===== config.mk =====
export PLATFORM = sky130hd
export DESIGN_NAME = mvm_in_seq
export DESIGN_NICKNAME = d
export VERILOG_FILES = /design/src/rtl/mvm_in_seq.sv
export SDC_FILE = /design/constraint.sdc
export NUM_CORES = 2
export LEC_CHECK = 0
export BUFFER_PORTS_ARGS = -buffer_cell sky130_fd_sc_hd__buf_2
export CAP_MARGIN = 40
export CELL_PAD_IN_SITES_DETAIL_PLACEMENT = 1
export CELL_PAD_IN_SITES_GLOBAL_PLACEMENT = 2
export CORE_MARGIN = 4
export CORE_UTILIZATION = 43
export DETAILED_ROUTE_END_ITERATION = 6
export GPL_TIMING_DRIVEN = 0
export PLACE_DENSITY = 0.73
export SLEW_MARGIN = 0
export SYNTH_ARGS = -nofsm -noshare
export SYNTH_HDL_FRONTEND = slang
export SYNTH_SLANG_ARGS = --single-unit

===== constraint.sdc =====
create_clock -name clk -period 4.03 [get_ports clk]
set_input_delay 0.403 -clock clk [delete_from_list [all_inputs] [get_ports clk]]
set_output_delay 0.403 -clock clk [all_outputs]
set_load 0.01 [all_outputs]

===== src/rtl/mvm_in_seq.sv =====
// mvm_in_seq: input sequencer in front of the matrix-vector multiply core.
// Collects a frame of matrix/vector words from a gappy valid/ready stream
// into a local buffer, then replays it to the core as a gap-free burst:
// load pulse, contiguous words, start pulse. Input is blocked until done.
module mvm_in_seq #(
    parameter int K = 16,
    parameter int B = 8
) (
    input  logic         clk,
    input  logic         reset,
    input  logic         s_valid,
    output logic         s_ready,
    input  logic [B-1:0] s_data,
    input  logic         s_vec_only,
    output logic         load_matrix,
    output logic         load_vector,
    output logic         start,
    output logic [B-1:0] data_out,
    input  logic         mvm_done,
    output logic         busy,
    output logic         err
);

    localparam int MW    = K * K;
    localparam int VW    = K;
    localparam int DEPTH = MW + VW;
    localparam int AW    = $clog2(DEPTH);
    localparam int CW    = $clog2(DEPTH + 1);

    localparam logic [CW-1:0] LEN_FULL  = CW'(DEPTH);
    localparam logic [CW-1:0] LEN_VEC   = CW'(VW);
    localparam logic [CW-1:0] CNT_M_END = CW'(MW);
    localparam logic [CW-1:0] CNT_V_END = CW'(VW);
    localparam logic [AW-1:0] VEC_BASE  = AW'(MW);

    typedef enum logic [2:0] {
        S_IDLE,
        S_FILL,
        S_EMIT_M,
        S_EMIT_V,
        S_START,
        S_WAIT_DONE
    } state_t;

    state_t         state;
    state_t         state_nxt;

    logic [CW-1:0]  cnt;
    logic [CW-1:0]  cnt_inc;
    logic           mode_q;
    logic           mat_ok;
    logic           err_q;

    logic [B-1:0]   mem [DEPTH];
    logic [B-1:0]   rd_data;
    logic [AW-1:0]  rd_addr;
    logic [AW-1:0]  wr_addr;

    logic           accept;
    logic           mode_cur;
    logic [CW-1:0]  len_cur;
    logic           fill_last;
    logic           reject;
    logic           word_phase;

    // Accept decode and frame bookkeeping shared by the FSM and datapath
    always_comb begin
        accept    = s_valid & s_ready;
        // Mode is taken from the port on the first word, from the latch after
        mode_cur  = (state == S_IDLE) ? s_vec_only : mode_q;
        len_cur   = mode_cur ? LEN_VEC : LEN_FULL;
        cnt_inc   = cnt + 1'b1;
        fill_last = accept && (cnt_inc == len_cur);
        reject    = fill_last && mode_cur && !mat_ok;
        wr_addr   = mode_cur ? (VEC_BASE + AW'(cnt)) : AW'(cnt);
        rd_addr   = (state == S_EMIT_V) ? (VEC_BASE + AW'(cnt)) : AW'(cnt);
        // Read data lags the address by one cycle, so words appear from cnt=1
        word_phase = ((state == S_EMIT_M) || (state == S_EMIT_V)) && (cnt != '0);
    end

    // State register
    always_ff @(posedge clk) begin
        if (reset) begin
            state <= S_IDLE;
        end else begin
            state <= state_nxt;
        end
    end

    // Next-state logic; the end-of-fill decision is taken on the last accept
    always_comb begin
        state_nxt = state;
        case (state)
            S_IDLE, S_FILL: begin
                if (fill_last) begin
                    if (!mode_cur) begin
                        state_nxt = S_EMIT_M;
                    end else if (mat_ok) begin
                        state_nxt = S_EMIT_V;
                    end else begin
                        state_nxt = S_IDLE;
                    end
                end else if (accept) begin
                    state_nxt = S_FILL;
                end
            end
            S_EMIT_M: begin
                if (cnt == CNT_M_END) begin
                    state_nxt = S_EMIT_V;
                end
            end
            S_EMIT_V: begin
                if (cnt == CNT_V_END) begin
                    state_nxt = S_START;
                end
            end
            S_START: begin
                state_nxt = S_WAIT_DONE;
            end
            S_WAIT_DONE: begin
                if (mvm_done) begin
                    state_nxt = S_IDLE;
                end
            end
            default: begin
                state_nxt = S_IDLE;
            end
        endcase
    end

    // Word counter, frame mode latch, stored-matrix flag and reject pulse
    always_ff @(posedge clk) begin
        if (reset) begin
            cnt    <= '0;
            mode_q <= 1'b0;
            mat_ok <= 1'b0;
            err_q  <= 1'b0;
        end else begin
            err_q <= reject;
            if (accept && (state == S_IDLE)) begin
                mode_q <= s_vec_only;
            end
            if ((state == S_EMIT_M) && (cnt == CNT_M_END)) begin
                mat_ok <= 1'b1;
            end
            case (state)
                S_IDLE, S_FILL: begin
                    if (fill_last) begin
                        cnt <= '0;
                    end else if (accept) begin
                        cnt <= cnt_inc;
                    end
                end
                S_EMIT_M: begin
                    cnt <= (cnt == CNT_M_END) ? '0 : cnt_inc;
                end
                S_EMIT_V: begin
                    cnt <= (cnt == CNT_V_END) ? '0 : cnt_inc;
                end
                default: begin
                    cnt <= '0;
                end
            endcase
        end
    end

    // Frame buffer write port: accepted words stored in arrival order
    always_ff @(posedge clk) begin
        if (accept) begin
            mem[wr_addr] <= s_data;
        end
    end

    // Frame buffer read port, registered
    always_ff @(posedge clk) begin
        rd_data <= mem[rd_addr];
    end

    // Output decode; everything forced low while reset is held
    always_comb begin
        s_ready     = 1'b0;
        busy        = 1'b0;
        load_matrix = 1'b0;
        load_vector = 1'b0;
        start       = 1'b0;
        err         = 1'b0;
        data_out    = '0;
        if (!reset) begin
            s_ready     = (state == S_IDLE) || (state == S_FILL);
            busy        = (state != S_IDLE);
            load_matrix = (state == S_EMIT_M) && (cnt == '0);
            load_vector = (state == S_EMIT_V) && (cnt == '0);
            start       = (state == S_START);
            err         = err_q;
            if (word_phase) begin
                data_out = rd_data;
            end
        end
    end

endmodule


# Word level (Yosys, flattened, before mapping)
# Memory sizes are Yosys's and may differ from the RTL's. A register that Yosys moved wholly into a read port is not among the register bits.
# Cells that the tools add are included.
[word_totals] reg_bits=15 ramBits=2176 output_inout_bits=14 word_cells=65 mem_count=1
[classes] add_sub_neg=2 n_eq_ne=12 muxes=27 n_bitwise=1 n_reduce_logical=17
[mem_list] memory="mem" depth=272 width=8 read_ports=1 rd_clocked_by_memory_dff=1 wr=1 line="54" source="logic [B-1:0] mem [DEPTH];"
[ops] operator="2-to-1 mux 9 bit" n=7
[ops] operator="case mux 9 bit (3 select lines)" n=1
[ops] operator="2-to-1 mux 8 bit" n=2
[ops] operator="2-to-1 mux 3 bit" n=5
[ops] operator="case mux 3 bit (5 select lines)" n=1
[ops] operator="adder 9 x 1 -> 9 bit (second input constant)" n=1
[ops] operator="adder 9 bit (first input constant)" n=1
[ops] operator="equality test 9 x 5 -> 1 bit (second input constant)" n=1
[ops] operator="equality test 9 bit" n=1
[ops] operator="equality test 9 bit (second input constant)" n=1
[ops] operator="zero test 9 bit" n=1
[ops] operator="2-to-1 mux 1 bit" n=9
[ops] operator="nonzero test 9 bit" n=1
[ops] operator="logical AND 1 bit" n=8
[ops] operator="equality test 3 x 2 -> 1 bit (second input constant)" n=2
[ops] operator="equality test 3 bit (second input constant)" n=2
[ops] operator="2-to-1 mux 2 bit" n=2
[ops] operator="!= test 2 x 1 -> 1 bit (second input constant)" n=2
[ops] operator="AND reduction 4 bit" n=1
[ops] operator="equality test 3 x 1 -> 1 bit (second input constant)" n=1
[ops] operator="zero test 3 bit" n=1
[ops] operator="!= test 3 bit (second input constant)" n=1
[ops] operator="nonzero test 3 bit" n=1
[ops] operator="logical OR 1 bit" n=2
[ops] operator="other kinds (4)" n=4

# Longest topological paths before layout
[logic_depth] ltp_word=7 ltp_mapped=13 depth_no_buf=8

# Least setup slack after synthesis
# OpenSTA, ideal clock, no wires.
[synth_path] path_kind="reg2reg" start="reg cnt[0]" end="mem mem[20][0] (enable)" setup_ns=0.370 t_arrival_ns=2.631 required_time_ns=3.660 slack_ns=1.028 stages_incl_launch_ff=13 n_path_buf=7 cell_sequence="dfxtp_1 -> buf_4 -> buf_4 -> buf_4 -> buf_4 -> inv_2 -> buf_2 -> ha_1 -> and2_0 -> clkbuf_1 -> nand2_1 -> clkbuf_1 -> nor2_1"
[synth_between] elab_chain_cells=2
[synth_lines] element="start: declaration" line="48" source="logic [CW-1:0] cnt;"
[synth_lines] element="start signal: assignment" line="151" source="cnt <= cnt_inc;"
[synth_lines] element="start signal: assignment" line="155" source="cnt <= (cnt == CNT_M_END) ? '0 : cnt_inc;"
[synth_lines] element="start signal: assignment" line="158" source="cnt <= (cnt == CNT_V_END) ? '0 : cnt_inc;"
[synth_lines] element="adder 9 bit" line="75" source="wr_addr = mode_cur ? (VEC_BASE + AW'(cnt)) : AW'(cnt);"
[synth_lines] element="2-to-1 mux 9 bit (*)" line="75"
[synth_lines] element="end: declaration" line="54"
# Mark *: on every way between the ends. The rest lies on a longest branch, timed or not.

# Final worst setup path
[layout_path] start="reg cnt[2]" end="reg rd_data[3], read port of mem"
[layout_between] elab_chain_cells=2
[layout_lines] element="adder 9 bit" line="76" source="rd_addr = (state == S_EMIT_V) ? (VEC_BASE + AW'(cnt)) : AW'(cnt);"
[layout_lines] element="2-to-1 mux 9 bit (*)" line="76"
[layout_lines] element="end: declaration" line="55" source="logic [B-1:0] rd_data;"
# Marks and branches as above.
# A chain may end at the register's enable or synchronous reset.

==> metrics.md <==
| Metric | Value |
|---|---|
| Total number of vias | `47000` |
| Gate power share | `0.046` |
| Hold Crit Depth | `1` |
| Htree depth | `4` |
| Violated checks | `setup timing` |
| Fmax | `240 MHz` |
| Die area | `205000 um^2` |
| Crit. End Element | `register` |
| Buffers added on ports | `26` |
| Clk_skew | `0.0356 ns` |
| Netlist cell types | `65` |
| First-pass GRT wire length | `406 mm` |
| Clk sinks | `2199` |
| CTS tree | `done` |
| Tmin final | `4.16 ns` |
| Setup TNS Final | `-3.48 ns` |
| Residual DRC | `0` |
| Pleak | `30.3 nW` |
| Vias/cell | `6.42` |
| Final number of setup-violating endpoints | `106` |
| Reg2Reg Depth | `10` |
| Mapped Nets | `4051` |
| Count leader, synth | `edfxtp_1` |
| RSZ-0062 raised after global routing | `true` |
| Top cells by area, synth | `edfxtp_1, mux4_2, mux2i_1` |
| Top FF cell, synth | `edfxtp_1` |
| IO Pins | `27` |
| Largest area contributor in the netlist | `edfxtp_1` |
| Vias in the first global route | `47000` |
| Multi-input gate area | `18700 um^2` |
| Synth warn | `0` |
| Critical Path Fanout Max | `10` |
| Max_cap viols | `0` |
| Hpwl dp | `206 mm` |
| Layout cell share with drive strength beyond 1 | `0.295` |
| Sequential Power Share | `0.528` |
| Flops & latches, synth | `2199` |
| Commonest cells in the netlist | `edfxtp_1, mux4_2, nor2_1` |
| Synthesized instance count | `4034` |
| Placed inst area | `90700 um^2` |
| Cts bufs inserted | `220` |
| Crit path DAT | `4.94 ns` |
| Hold Crit Class | `input pin to register` |
| Core area | `197000 um^2` |
| Gr usage total | `0.294` |
| Pwr dens | `482 nW/um^2` |
| Final WL | `301 mm` |
| Period utilization | `1.03` |
| Total chip power | `47.6 mW` |
| Nets@finish | `4494` |
| Post-Syn Area | `85200 um^2` |
| Pre-CTS setup slack | `-1.95 ns` |
| Row Count | `163` |
| Synth Area per Inst | `21.1 um^2` |
| Pre-Repair DR Iteration Count | `7` |
| Routability cong. | `0.982` |
| Setup Crit Path Kind | `register to register` |
| WP data required | `4.81 ns` |
| Sw power | `10.4 mW` |
| Slew Limit Fails | `0` |
| Pin count of the biggest net entering global routing | `155` |
| Area Growth Syn to Fin | `16.0%` |
| Switching Fraction | `0.219` |
| FF+latch area | `65800 um^2` |
| DR iter-0 viols | `7751` |
| Overflow after GRT | `0` |
| # fillers | `17500` |
| Worst setup margin | `-0.130 ns` |
| Cell area after layout | `98800 um^2` |
| Clock group share of total power | `0.426` |
| EDFF count, synth | `2176` |
| Die Wd | `453 um` |
| Int Power | `37.2 mW` |
| Worst-Skew Late Latency | `0.87 ns` |
| Slew @ Worst Pin | `1.11 ns` |
| Status | `finished, violations left` |
| Clock Tree Buf Depth | `3` |
| Clock Pin Slew Worst Setup and Hold Paths | `0.06 ns` |
| Critical Path Source Type | `register` |
| Clock Root Buffer | `clkbuf_16` |
| Sequential share of the synthesized area | `0.772` |
| Async SR Flop Fraction | `0` |
| Peak VDD IR | `0.382 mV` |
| Final hold violation count | `0` |
| Area share of the largest cell type after synthesis | `0.767` |
| Slew headroom | `0.257` |
| ANT nets after route | `0` |
| Avg WL per Cell | `41.1 um` |
| Initial core utilization | `0.432` |
| Initial antenna violation count | `17` |
| DIE HEIGHT | `453 um` |
[final cells by class]
cell class / instances / area share
multi-input cells: 1579 / 0.189
plain buffers: 244 / 0.0160
inverters: 8 / 0.000342
repair buffers: 225 / 0.0239
flip-flops and latches: 2199 / 0.666
clock inverters: 134 / 0.0130
well taps: 2640 / 0.0334
clock buffers: 274 / 0.0584
diodes: 14 / 0.000354
[flip-flops by register name, summed over array words and instances (netlist names)]
register	count
mode_q	1
err_q	1
mem	2176
mat_ok	1
rd_data	8
cnt	9
state	3
[per-stage QoR]
stage               cells  hold slack [ns]  utilization
floorplan            4034            0.437            -
global placement     6700            0.474        0.450
detailed placement   6874            0.477        0.460
CTS                  7296           0.0656        0.500
global route         7305           0.0901        0.501
finish               7317           0.0961        0.501
[power by group through the flow]
stage / sequential [mW] / clock (mW) / combinational (mW)
after floorplan: 25.6 / 0 / 0.937
after global placement: 25.7 / 0 / 1.99
after detailed placement: 25.6 / 0 / 2.09
after CTS: 25.2 / 20.4 / 2.15
after global routing: 25.1 / 21.5 / 2.24
final: 25.2 / 20.3 / 2.19
[layer usage]
| metal | global-route usage | wire length, um | part of all wire | vias up |
|---|---|---|---|---|
| met5 | 0 | 11 | 0.000037 | - |
| met4 | 0.156 | 18400 | 0.061 | 2 |
| met3 | 0.0820 | 34100 | 0.11 | 636 |
| met2 | 0.444 | 137000 | 0.46 | 3111 |
| met1 | 0.390 | 111000 | 0.37 | 25400 |
| li1 | - | - | - | 17800 |
[logic make-up (layout without fill, tap and decap cells)]
logic type               count (synthesis)  count (layout)  synth area share
XOR/XNOR                                 6               6          0.000778
buffers and inverters                  256             885            0.0148
AO/OA/AOI/OAI                          311             311            0.0265
flip-flops                            2199            2199             0.772
multiplexers                           667             667             0.156
AND/OR/NAND/NOR                        591             591            0.0295
adder cells (fa/ha/maj)                  4               4          0.000587
other                                    0              14                 0
[layout by cell type, fill, tap and decap left out, types with 52 or more instances in the layout]
cell type / n
a22oi_1: 68
buf_2: 83
buf_4: 157
buf_6: 57
clkbuf_1: 116
clkbuf_16: 223
clkinv_1: 52
edfxtp_1: 2176
mux2i_1: 137
mux4_2: 526
nand2_1: 136
nor2_1: 198
nor2_2: 93
o22ai_1: 57
[final timing paths]
path         slack, ns      start         end
max              -0.13     cnt[2]  rd_data[3]
min                0.1  s_data[6]  mem[24][6]
max reg2reg      -0.13     cnt[2]  rd_data[3]
min reg2reg       0.49     mat_ok       err_q
[what timing repair did]
| action | CTS | global route |
|---|---|---|
| resized for setup | 228 | 50 |
| endpoints found under the setup margin | 1907 | 455 |
| pin swaps | 2 | 2 |
| setup buffers | 9 | 0 |
| hold buffers | 5 | 0 |
| endpoints found under the hold margin | 74 | 0 |
[worst max-delay path, cell delays in order, from the launching register on]
cell and delay (ns):
dfxtp_1 0.39, buf_2 0.26, buf_2 0.46, nand3b_1 0.50
clkbuf_4 0.43, o22a_1 0.51, o221ai_1 0.37, o31ai_1 0.49
buf_2 0.27, o2111ai_1 0.13, a41oi_1 0.26
(Power assumes the default switching activity.)
